`src/rtl/gray_to_binary_pipe.sv`:
```
// Two-stage registered Gray-to-binary decoder with a valid/ready handshake.
// Flags wraps and sequence steps relative to the previously decoded word.
module gray_to_binary_pipe #(
  parameter int WIDTH      = 4,
  parameter bit ALLOW_HOLD = 1'b1
) (
  input  logic             clk,
  input  logic             rst,
  input  logic             in_valid,
  output logic             in_ready,
  input  logic [WIDTH-1:0] gray_in,
  output logic             out_valid,
  input  logic             out_ready,
  output logic [WIDTH-1:0] binary_out,
  output logic             out_wrap,
  output logic             out_step_err
);

  localparam logic [WIDTH-1:0] MAX_VAL = {WIDTH{1'b1}};

  logic             en;
  logic             s1_valid;
  logic [WIDTH-1:0] s1_gray;
  logic [WIDTH-1:0] prev_bin;
  logic             first_flag;
  logic [WIDTH-1:0] dec_bin;
  logic [WIDTH-1:0] prev_inc;
  logic             wrap_next;
  logic             step_err_next;

  // The whole pipe advances together; a stalled output freezes both stages.
  assign en       = !out_valid || out_ready;
  assign in_ready = en;

  always_comb begin
    dec_bin = '0;
    dec_bin[WIDTH-1] = s1_gray[WIDTH-1];
    for (int i = WIDTH - 2; i >= 0; i--) begin
      dec_bin[i] = dec_bin[i+1] ^ s1_gray[i];
    end
  end

  always_comb begin
    prev_inc      = prev_bin + 1'b1;
    wrap_next     = 1'b0;
    step_err_next = 1'b0;
    if (!first_flag) begin
      wrap_next     = (prev_bin == MAX_VAL) && (dec_bin == '0);
      step_err_next = (dec_bin != prev_inc) && !(ALLOW_HOLD && (dec_bin == prev_bin));
    end
  end

  // Bubbles leave the sequence history untouched and clear the flags.
  always_ff @(posedge clk) begin
    if (rst) begin
      s1_valid     <= 1'b0;
      s1_gray      <= '0;
      out_valid    <= 1'b0;
      binary_out   <= '0;
      out_wrap     <= 1'b0;
      out_step_err <= 1'b0;
      prev_bin     <= '0;
      first_flag   <= 1'b1;
    end else if (en) begin
      s1_gray   <= gray_in;
      s1_valid  <= in_valid;
      out_valid <= s1_valid;
      if (s1_valid) begin
        binary_out   <= dec_bin;
        out_wrap     <= wrap_next;
        out_step_err <= step_err_next;
        prev_bin     <= dec_bin;
        first_flag   <= 1'b0;
      end else begin
        out_wrap     <= 1'b0;
        out_step_err <= 1'b0;
      end
    end
  end

endmodule

```
`config.mk`:
```
export PLATFORM = sky130hd
export DESIGN_NAME = gray_to_binary_pipe
export DESIGN_NICKNAME = d
export VERILOG_FILES = /design/src/rtl/gray_to_binary_pipe.sv
export SDC_FILE = /design/constraint.sdc
export NUM_CORES = 1
export LEC_CHECK = 0
export BUFFER_PORTS_ARGS = -buffer_cell sky130_fd_sc_hd__buf_2
export CAP_MARGIN = 40
export CORE_ASPECT_RATIO = 1.2
export CORE_MARGIN = 2
export CORE_UTILIZATION = 35
export DETAILED_ROUTE_END_ITERATION = 8
export PLACE_DENSITY_LB_ADDON = 0.08
export SYNTH_ARGS = -nofsm -noshare
export SYNTH_HDL_FRONTEND = slang
export SYNTH_SLANG_ARGS = --single-unit
```
`constraint.sdc`:
```
create_clock -name clk -period 2.52 [get_ports clk]
set_input_delay 0.756 -clock clk [delete_from_list [all_inputs] [get_ports clk]]
set_output_delay 0.756 -clock clk [all_outputs]
set_load 0.05 [all_outputs]
```
Yosys cells after proc, flatten, opt, wreduce, memory -nomap -nowiden
Cells that the tools add are included. W data, S select, Z words.

Flip-flop bits (word level): 13. Logic and storage cells: 25.

Add/subtract/negate cells: 1. Equality and inequality tests: 3. Multiplexer cells: 4. Bitwise gates (word level): 3. Reductions and logical operators: 7.

Operator list (number): $add A4 B1 Y4 const B (1); $eq A4 B4 Y1 (1); $eq A4 B4 Y1 const B (1); $logic_not A4 Y1 (1); $mux W1 (4); $ne A4 B4 Y1 (1); $xor A1 B1 Y1 (3); $logic_and A1 B1 Y1 (2); $logic_not A1 Y1 (2); $reduce_and A2 Y1 (1); $logic_or A1 B1 Y1 (1).

Longest topological paths before layout
Depth in word-level cells: 8. Depth in mapped cells: 7. Depth with buffers taken out: 7.

Worst setup path before layout
Ideal clock, no wire load.

Path kind: input to output. Start: input port out_ready. End: output port in_ready. Arrival: 1.265 ns. Required time: 1.764 ns. Slack: 0.499 ns. Stages: 4. Buffers on the path: 2. Path through: nor2b_1 -> buf_2 -> inv_2 -> buf_4.

Word-level cells in the longest chain between the ends: 1.

RTL lines: start: declaration (line 13) `input logic out_ready,`; $logic_or A1 B1 Y1 (line 32) `assign en = !out_valid || out_ready;`; end: declaration (line 10) `output logic in_ready,`.

Every way passes these cells.

Final worst setup path
Ends and elaborated chain as after synthesis.

==> run_summary.xml <==
<?xml version="1.0" encoding="UTF-8"?>
<metrics>
  <group name="outcome">
    <metric name="outcome" unit="">completed</metric>
  </group>
  <group name="grt">
    <metric name="grt_remaining_overflow" unit="">0</metric>
    <metric name="global_route_wire_length_before_repair" unit="mm">2.33</metric>
    <metric name="vias_in_the_first_global_route" unit="">509</metric>
    <metric name="grt_antenna_before_repair" unit="">0</metric>
    <metric name="largest_net_degree_at_the_start_of_global_routing" unit="">14</metric>
    <metric name="global_route_usage_over_all_layers" unit="%">14.1</metric>
  </group>
  <group name="drt">
    <metric name="routed_via_density" unit="">4.79</metric>
    <metric name="drt_iter0_markers" unit="">2</metric>
    <metric name="drt_drc_violations_left" unit="">0</metric>
    <metric name="route.detailed.wl_per_inst" unit="µm">11.4</metric>
    <metric name="detailroute.via_count" unit="">541</metric>
    <metric name="drtPass1Iterations" unit="">3</metric>
    <metric name="ant_nets" unit="">0</metric>
    <metric name="detail_route.wirelength" unit="mm">1.29</metric>
  </group>
  <group name="setup_path">
    <metric name="worst_setup_path_start_kind" unit="">input port</metric>
    <metric name="worstReg2RegStart" unit="">s1_gray[3]</metric>
    <metric name="sum_of_buffers_and_inverters_on_the_critical_path" unit="">3</metric>
    <metric name="cpMostUsedCell" unit="">buf_2</metric>
    <metric name="max_stage_delay" unit="ps">240</metric>
    <metric name="critical_path.cell_chain" unit="">buf_2, nor2b_1, inv_2, buf_2</metric>
    <metric name="worstSetupPathDepth" unit="">4</metric>
    <metric name="arrival" unit="ps">1390</metric>
    <metric name="setup.worst_path.end" unit="">in_ready</metric>
    <metric name="setup.worst_path.end_class" unit="">output port</metric>
    <metric name="worst_setup_path_startpoint" unit="">out_ready</metric>
    <metric name="criticalPathCategory" unit="">input port to output port</metric>
    <metric name="slowest_cell_on_crit_path" unit="">buf_2</metric>
    <metric name="top_family_by_delay_on_critical_path" unit="">buffers and inverters</metric>
    <metric name="r2r_cells" unit="">7</metric>
    <metric name="top_fanout_value_on_the_critical_path" unit="">12</metric>
    <metric name="cp.required" unit="ps">1760</metric>
    <metric name="capture_instance_of_the_worst_register_to_register_path" unit="">out_step_err</metric>
    <metric name="r2r_setup_slack" unit="ps">780</metric>
  </group>
  <group name="floorplanning">
    <metric name="die_area" unit="µm²">2210</metric>
    <metric name="initial_utilization" unit="%">36.3</metric>
    <metric name="placeableCoreArea" unit="µm²">1790</metric>
    <metric name="top_level_ports" unit="">16</metric>
    <metric name="die_width" unit="µm">43.3</metric>
    <metric name="core.rowCount" unit="">17</metric>
    <metric name="fp.dieH" unit="µm">51.1</metric>
  </group>
  <group name="clock_tree">
    <metric name="hold_buffers" unit="">0</metric>
    <metric name="cts_tree" unit="">yes</metric>
    <metric name="cts_sinks" unit="">13</metric>
    <metric name="cts_buffer_depth" unit="">2</metric>
    <metric name="cts_root_buf" unit="">clkbuf_4</metric>
    <metric name="cts-htree-levels" unit="">1</metric>
    <metric name="clk_latency" unit="ps">270</metric>
    <metric name="post_cts_resize_count" unit="">0</metric>
    <metric name="register_clock_pin_slew_on_the_reported_worst_setup_and_hold_paths" unit="ps">80</metric>
    <metric name="number_of_buffers_added_for_setup_after_cts" unit="">0</metric>
    <metric name="tritoncts_buffer_count" unit="">3</metric>
  </group>
  <group name="logic_synthesis">
    <metric name="syn_area_per_cell" unit="µm²">8.31</metric>
    <metric name="yosysSeqAreaShare" unit="%">40.2</metric>
    <metric name="netlist_instances" unit="">78</metric>
    <metric name="synth_simple_gate_area_share" unit="%">23.4</metric>
    <metric name="synthAdderAreaFrac" unit="%">3.86</metric>
    <metric name="synth_compound_area_share" unit="%">14.1</metric>
    <metric name="post_synth_main_area_contributors" unit="">dfxtp_1 (40%), nand2_1 (9.8%), a21oi_1 (8.5%)</metric>
    <metric name="synth_top_cell_area_share" unit="%">40.2</metric>
    <metric name="dominant_combinational_cell_family_by_area_after_synthesis" unit="">simple AND/OR/NAND/NOR gates</metric>
    <metric name="synthXorXnorAreaFrac" unit="%">13.1</metric>
    <metric name="netlist-cell-type-count" unit="">24</metric>
    <metric name="netlist_area" unit="µm²">648</metric>
    <metric name="syn_nets" unit="">88</metric>
    <metric name="synth.mux.area_fraction" unit="%">0</metric>
    <metric name="yosysWarningCount" unit="">0</metric>
    <metric name="yosys_register_bits" unit="">13</metric>
    <metric name="synth_largest_area_cell" unit="">dfxtp_1</metric>
  </group>
  <group name="place">
    <metric name="dp_hpwl" unit="µm">986</metric>
    <metric name="gpl.final_weighted_congestion" unit="">0.707</metric>
    <metric name="placed_cell_area" unit="µm²">731</metric>
    <metric name="port-buffer-count" unit="">15</metric>
  </group>
  <group name="layout">
    <metric name="fin_nets" unit="">105</metric>
    <metric name="seqCellArea" unit="µm²">260</metric>
    <metric name="drive_above_1_share" unit="%">24.5</metric>
    <metric name="finalInstanceArea" unit="µm²">757</metric>
    <metric name="area_of_the_multi_input_gates" unit="µm²">353</metric>
    <metric name="final_cell_mix" unit="">nand2_1 (17), buf_2 (15), dfxtp_1 (13)</metric>
    <metric name="num_antenna_cells" unit="">0</metric>
    <metric name="final.fill_count" unit="">205</metric>
    <metric name="commonest_non_fill_non_tap_cell_in_the_layout" unit="">nand2_1</metric>
    <metric name="syn_to_final_growth" unit="%">16.8</metric>
  </group>
  <group name="timing">
    <metric name="number_of_failing_setup_endpoints_in_the_final_timing_report" unit="">0</metric>
    <metric name="max_freq" unit="MHz">465</metric>
    <metric name="finalHoldViolCount" unit="">0</metric>
    <metric name="period_minus_slack" unit="ps">2150</metric>
    <metric name="slew_headroom" unit="%">79.8</metric>
    <metric name="timing.setup.tns" unit="ps">0</metric>
    <metric name="final_max_slew_viol_count" unit="">0</metric>
    <metric name="fin_hold_ws" unit="ps">453</metric>
    <metric name="finalCritPeriodShare" unit="%">85.3</metric>
    <metric name="rsz_0062_raised_after_global_routing" unit="">false</metric>
    <metric name="timing.clock.skew" unit="ps">2.61</metric>
    <metric name="worst_slew_pin_slew" unit="ps">303</metric>
  </group>
  <group name="run">
    <metric name="maxCapViolCount" unit="">0</metric>
  </group>
  <group name="power">
    <metric name="p_leak" unit="nW">0.327</metric>
    <metric name="power.density_cell_area" unit="nW/µm²">599</metric>
    <metric name="max-vdd-ir-drop" unit="µV">341</metric>
  </group>
  <group name="worst_hold_path">
    <metric name="min-delay-path-class" unit="">flip-flop to flip-flop</metric>
  </group>
</metrics>
## registers in the layout, summed over array words and instances (netlist names)
name,flops
first_flag,1
out_wrap,1
out_step_err,1
s1_gray,4
s1_valid,1
out_valid,1
prev_bin,4
## through the flow
step                utilization, %  setup WS (ps)  instances  power [mW]
floorplan                        -            499         78       0.313
global route                  42.4            340        113       0.492
CTS                           42.4            364        113       0.461
finish                        42.4            372        113       0.453
detailed placement            40.9            366        109       0.335
global placement              40.9            380        109       0.335
## Yosys cell counts, drive strengths merged
cell and number:
nor2 4, nor2b 1, nand4 1, a21o 1, and3 1, inv 3, a21oi 11, o22ai 1
clkbuf 1, buf 3, a41o 1, nand3 4, xor2 3, nand2 17, o211ai 1, ha 2
dfxtp 13, xnor2 5, nor4bb 1, nor3 3, nand4b 1
## per-layer routing
metal | wire length, µm | track usage (%)
met5 | 0 | 0
met3 | 48 | 2.47
met2 | 565 | 20.9
met4 | 27 | 7.58
met1 | 649 | 19.3
## area by class of cell
class | instances | area share (%)
multi-input combinational | 58 | 46.6
sequential | 13 | 34.4
timing repair buffer | 16 | 10.9
clock buffer | 4 | 3.47
tap | 19 | 3.14
inverter | 3 | 1.49
## logic make-up (layout without fill, tap and decap cells)
group / after synthesis / count (layout)
simple gates: 33 / 33
compound gates: 15 / 15
flops: 13 / 13
xor+xnor: 8 / 8
buf+inv: 7 / 23
fa+ha+maj: 2 / 2
## worst min-delay path by stage
stage	from	to	cells after the start
2_1_floorplan	s1_gray[2]	s1_gray[2]	2
3_3_place_gp	s1_gray[2]	s1_gray[2]	2
3_5_place_dp	s1_gray[2]	s1_gray[2]	2
4_1_cts	s1_gray[2]	s1_gray[2]	2
5_1_grt	s1_gray[2]	s1_gray[2]	2
6_report	s1_gray[2]	s1_gray[2]	2
## worst register-to-register path: stages (launching register included)
cell and delay (ps):
dfxtp_1 400, inv_1 60, ha_1 370, xor2_2 230, and3_1 190, o211ai_2 150
nand4b_1 110, a21oi_1 160
## power by group
| part | switching, mW | internal (mW) |
|---|---|---|
| clock network | 0.0632 | 0.0612 |
| logic | 0.0600 | 0.0383 |
| registers | 0.0139 | 0.217 |
| total | 0.137 | 0.316 |
Note: power is estimated with default switching activity, not from simulation.
